`src/rtl/mult_ctrl_pkg.sv`:
```
// Shared types for the shift-add multiplier sequencer: FSM state encoding
// and the default multiplier width.
package mult_pkg;

  localparam int N_DEFAULT = 4;

  typedef enum logic [2:0] {
    IDLE = 3'd0,
    LOAD = 3'd1,
    TEST = 3'd2,
    ADDS = 3'd3,
    SHFT = 3'd4,
    DONE = 3'd5
  } state_t;

endpackage

```
`src/rtl/mult_ctrl_if.sv`:
```
// Start/done handshake plus datapath strobes between the multiplier sequencer
// (master) and its client and regs block (slave).
interface mult_ctrl_if;

  logic start;
  logic lsb;
  logic LOAD;
  logic ADD;
  logic SHIFT;
  logic busy;
  logic done;

  modport master (
    input  start, lsb,
    output LOAD, ADD, SHIFT, busy, done
  );

  modport slave (
    output start, lsb,
    input  LOAD, ADD, SHIFT, busy, done
  );

endinterface

```
`src/rtl/mult_ctrl.sv`:
```
// Sequencer for the shift-add multiplier: loads the multiplier, then runs N
// test/add/shift steps steered by register[0] and pulses done at the end.
module mult_ctrl
  import mult_pkg::*;
#(
  parameter int N = N_DEFAULT
) (
  input  logic        clk,
  input  logic        reset,
  mult_ctrl_if.master bus
);

  localparam int              CW   = (N > 1) ? $clog2(N) : 1;
  localparam logic [CW-1:0]   LAST = CW'(N - 1);

  state_t        state_q, state_d;
  logic [CW-1:0] count_q, count_d;

  // NOTE: sequential state uses non-blocking assignments so every register
  // samples the pre-edge value of every other register.
  always_ff @(posedge clk) begin
    if (reset) begin
      state_q <= IDLE;
      count_q <= '0;
    end else begin
      state_q <= state_d;
      count_q <= count_d;
    end
  end

  // NOTE: every signal driven here gets a default first, so no path through
  // the case statement can leave one unassigned and infer a latch.
  always_comb begin
    state_d   = state_q;
    count_d   = count_q;
    bus.LOAD  = 1'b0;
    bus.ADD   = 1'b0;
    bus.SHIFT = 1'b0;
    bus.busy  = 1'b1;
    bus.done  = 1'b0;

    // Outputs depend on state_q alone; inputs only steer state_d/count_d.
    case (state_q)
      IDLE: begin
        bus.busy = 1'b0;
        if (bus.start) state_d = LOAD;
      end
      LOAD: begin
        bus.LOAD = 1'b1;
        count_d  = '0;
        state_d  = TEST;
      end
      TEST: begin
        state_d = bus.lsb ? ADDS : SHFT;
      end
      ADDS: begin
        bus.ADD = 1'b1;
        state_d = SHFT;
      end
      SHFT: begin
        bus.SHIFT = 1'b1;
        if (count_q == LAST) begin
          state_d = DONE;
        end else begin
          count_d = count_q + CW'(1);
          state_d = TEST;
        end
      end
      DONE: begin
        bus.done = 1'b1;
        state_d  = IDLE;
      end
      default: begin
        bus.busy = 1'b0;
        state_d  = IDLE;
      end
    endcase
  end

endmodule
```
`src/flat_wrapper.sv`:
```
// flat-port wrapper written by rule: the top's interface ports become plain ports
module mult_ctrl_flat import mult_pkg::*;
#(
  parameter int N = N_DEFAULT
)
  (clk, reset, bus_start, bus_lsb, bus_LOAD, bus_ADD, bus_SHIFT, bus_busy, bus_done);
  mult_ctrl_if bus_i ();
  input  logic clk;
  input  logic reset;
  input wire logic [$bits(bus_i.start)-1:0] bus_start;
  input wire logic [$bits(bus_i.lsb)-1:0] bus_lsb;
  output wire logic [$bits(bus_i.LOAD)-1:0] bus_LOAD;
  output wire logic [$bits(bus_i.ADD)-1:0] bus_ADD;
  output wire logic [$bits(bus_i.SHIFT)-1:0] bus_SHIFT;
  output wire logic [$bits(bus_i.busy)-1:0] bus_busy;
  output wire logic [$bits(bus_i.done)-1:0] bus_done;
  assign bus_i.start = bus_start;
  assign bus_i.lsb = bus_lsb;
  assign bus_LOAD = bus_i.LOAD;
  assign bus_ADD = bus_i.ADD;
  assign bus_SHIFT = bus_i.SHIFT;
  assign bus_busy = bus_i.busy;
  assign bus_done = bus_i.done;
  mult_ctrl #(.N(N)) u_core (.clk(clk), .reset(reset), .bus(bus_i));
endmodule
```
`config.mk`:
```
export PLATFORM = sky130hd
export DESIGN_NAME = mult_ctrl_flat
export DESIGN_NICKNAME = d
export VERILOG_FILES = /design/src/rtl/mult_ctrl_pkg.sv /design/src/rtl/mult_ctrl_if.sv /design/src/rtl/mult_ctrl.sv /design/src/flat_wrapper.sv
export SDC_FILE = /design/constraint.sdc
export NUM_CORES = 1
export LEC_CHECK = 0
export CAP_MARGIN = 20
export CORE_AREA = 2 2 39 41
export DETAILED_ROUTE_END_ITERATION = 12
export DIE_AREA = 0 0 41 43
export PLACE_DENSITY = 0.44
export SLEW_MARGIN = 25
export SYNTH_ARGS = -nofsm -noshare
export SYNTH_HDL_FRONTEND = slang
export SYNTH_SLANG_ARGS = --single-unit
```
`constraint.sdc`:
```
create_clock -name clk -period 1.54 [get_ports clk]
set_input_delay 0.231 -clock clk [delete_from_list [all_inputs] [get_ports clk]]
set_output_delay 0.231 -clock clk [all_outputs]
set_load 0.02 [all_outputs]
```
==> flow_summary_export.csv <==
group,metric,value,unit
floorplanning,ios,9,
outcome,status,"finished, final reports clean",
timing,setup_viol,0,
setup_path,worstRegToRegCells,5,
layout,nFillCells,159,
synthesis,synthTopCellsByArea,"dfxtp_1 (33%), nand3b_1 (7.3%), a21oi_1 (4.9%), nor3b_1 (4.9%), or4b_4 (4.5%)",
power,p_int,291,uW
power,p_clk_frac,0.372,
timing,slew_headroom,0.883,
placed_design,placed_cell_area,468,sq um
synthesis,netlist.area_leader.share,0.327,
job,cap_violations,0,
setup_path,worst_r2r_startpoint,"u_core.state_q[1]$_SDFFE_PP0P_",
floorplanning,die_x,41,microns
setup_path,r2r-end,"u_core.count_q[0]$_SDFFE_PP0P_",
min_path,hp-class,"reg2reg",
cts,cts.reportedPaths.clkPinSlew,0.04,ns
layout,final_nets,60,
setup_path,crit_fanout,7,
synthesis,synth_cells,36,
min_path,holdCritStartpoint,"u_core.count_q[1]$_SDFFE_PP0P_",
cts,cts.path.max_buffers,2,
routing,first_pass_iters,1,
timing,worstMarginPinSlew,0.176,ns
global_routing,met1_usage,0.132,
power,p_switching,108,uW
placed_design,portBuffers,8,
synthesis,ys_ff_latch,5,
power,ir_worst_vdd,0.375,mV
setup_path,crit_path_start_kind,"flop",
floorplanning,fp.dieH,43,microns
layout,final-seq-area,100,sq um
timing,fin_crit_sh,0.958,
power,p_sw_frac,0.270,
setup_path,worstPathRequired,1.71,ns
power,p_comb_frac,0.277,
timing,hold_violations,0,
global_routing,use_met3,0.0628,
routing,wl_per_cell,10.0,microns
global_routing,top_usage_layer,"met2",
cts,htreeDepth,1,
timing,hold_ws,0.486,ns
synthesis,synth_area_per_cell,8.52,sq um
synthesis,yosys_warnings,0,
global_routing,grtUsageTotal,0.109,
setup_path,critical_path_class,"reg2reg",
layout,multi_input_area,188,sq um
timing,finalCriticalPeriod,1.47,ns
routing,postRouteAntennaNets,0,
floorplanning,start_util,0.222,
timing,timing.final.ws_setup,0.0654,ns
global_routing,antenna_found_initial,0,
synthesis,yosysSeqAreaShare,0.327,
routing,vias_per_cell,4.36,
min_path,hold_end,"u_core.count_q[1]$_SDFFE_PP0P_",
routing,num_vias,305,
routing,drt-initial-drc-count,0,
floorplanning,dieArea,0.00176,sq mm
global_routing,grt_start_max_net_pins,11,
setup_path,setup.worst_path.end_class,"flop",
layout,area_delta_synth_final,57.6,%
global_routing,grt_pass1_vias,318,
routing,wirelength,702,microns
timing,timing.fmax,0.678,GHz
layout,drive_gt1_frac,0.426,
global_routing,grtUsageMet2,0.153,
timing,rsz0062_at_grt,"false",
setup_path,r2r_setup_slack,0.07,ns
power,fin_total_pwr,398,uW
cts,cts_tree,"built",
floorplanning,core,0.00138,sq mm
timing,fin_skew,0.00440,ns
layout,diodes,0,
power,seq_power_share,0.351,
power,powerDensity,825,mW/mm^2
synthesis,synth_area,307,sq um
placed_design,gp_congestion,0.801,
cts,clock_sinks,5,
power,p_leak,0.212,nW
floorplanning,rows,14,
layout,instances_no_fill,70,
placed_design,dp_hpwl,581,microns
routing,drc,0,
min_path,whs_path_depth,2,
global_routing,grt_pass1_wl,1260,microns
global_routing,overflow,0,
cts,cts-buffers-inserted,3,
cts,cts_root_buf,"clkbuf_4",
cts,cts_setup_buffers,0,
placed_design,dp_slack,-0.112,ns
synthesis,yosysUniqueCellTypes,22,
timing,slew_viol_final,0,
cts,clk_latency,0.24,ns
layout,design_area,483,sq um
synthesis,synth_fp_nets,41,
setup_path,cp.arrival,1.65,ns
placed_design,dpl.cell_count,66,
synthesis,yosysTopAreaCell,"dfxtp_1",
[cell families after synthesis]
logic type	Yosys count	share of synthesized area
buffers and inverters	5	0.0857
adder cells (fa/ha/maj)	1	0.0408
AND/OR/NAND/NOR	17	0.396
flip-flops	5	0.327
AO/OA/AOI/OAI	8	0.151
[worst max path at each step]
stage                                   startpoint                              to
detailed placement  u_core.state_q[1]$_SDFFE_PP0P_                        bus_LOAD
global route        u_core.count_q[0]$_SDFFE_PP0P_  u_core.count_q[0]$_SDFFE_PP0P_
global placement    u_core.state_q[2]$_SDFFE_PP0P_                        bus_LOAD
finish              u_core.state_q[1]$_SDFFE_PP0P_  u_core.count_q[0]$_SDFFE_PP0P_
floorplan           u_core.state_q[2]$_SDFFE_PP0P_  u_core.count_q[1]$_SDFFE_PP0P_
CTS                 u_core.state_q[1]$_SDFFE_PP0P_                         bus_ADD
[synthesized netlist by cell type, drive strengths merged]
library cell,n
a21oi,4
a31oi,1
and2,1
and3b,1
buf,1
clkbuf,2
dfxtp,5
ha,1
inv,2
nand2,1
nand3,2
nand3b,3
nor2b,2
nor3,1
nor3b,2
o21ai,2
o22ai,1
or2,1
or3b,1
or4,1
or4b,1
[cell usage in the layout (no fill, tap or decap), types with 2 or more instances in the layout]
master	n
a21oi_1	3
buf_2	3
buf_4	8
clkbuf_4	3
clkdlybuf4s50_1	3
dfxtp_1	5
inv_1	2
nand3_1	2
nand3b_1	3
nor2b_1	2
o21ai_0	2
[critical path: stages, from the launching register on]
cell and delay [ns]:
dfxtp_1 0.30, buf_4 0.15, buf_12 0.12, or4b_4 0.49, or2_1 0.23, a21oi_2 0.11
[registers in the layout, summed over array words and instances (netlist names)]
name            cells
u_core.count_q      2
u_core.state_q      3
[routing by layer]
metal / wire length (microns) / share of wire / vias up
met2: 359 / 0.51 / 1
met5: 0 / 0 / -
met1: 330 / 0.47 / 138
li1: - / - / 166
met3: 12 / 0.017 / 0
met4: 0 / 0 / 0
[layout make-up]
class / count / share of cell area
Multi-Input combinational cell: 26 / 0.389
Clock buffer: 4 / 0.0544
Inverter: 2 / 0.0155
Timing Repair Buffer: 17 / 0.293
Tap cell: 16 / 0.0415
Sequential cell: 5 / 0.207
[power groups by stage]
stage / combinational [mW] / sequential, mW / clock (mW)
finish: 0.110 / 0.140 / 0.148
global route: 0.121 / 0.140 / 0.174
CTS: 0.111 / 0.140 / 0.158
detailed placement: 0.120 / 0.142 / 0
global placement: 0.120 / 0.142 / 0
floorplan: 0.0596 / 0.142 / 0
[stage by stage]
step	util	TNS [ns]
2_1_floorplan	-	0
6_report	0.349	0
3_3_place_gp	0.338	-0.271
3_5_place_dp	0.338	-0.323
4_1_cts	0.352	0
5_1_grt	0.349	0
[timing repair]
item,in CTS,in global routing
gates resized for setup,17,5
setup endpoints to repair,6,4
pin swaps,3,1
hold buffers,0,0
No activity file was read; power rests on OpenSTA's default activity.
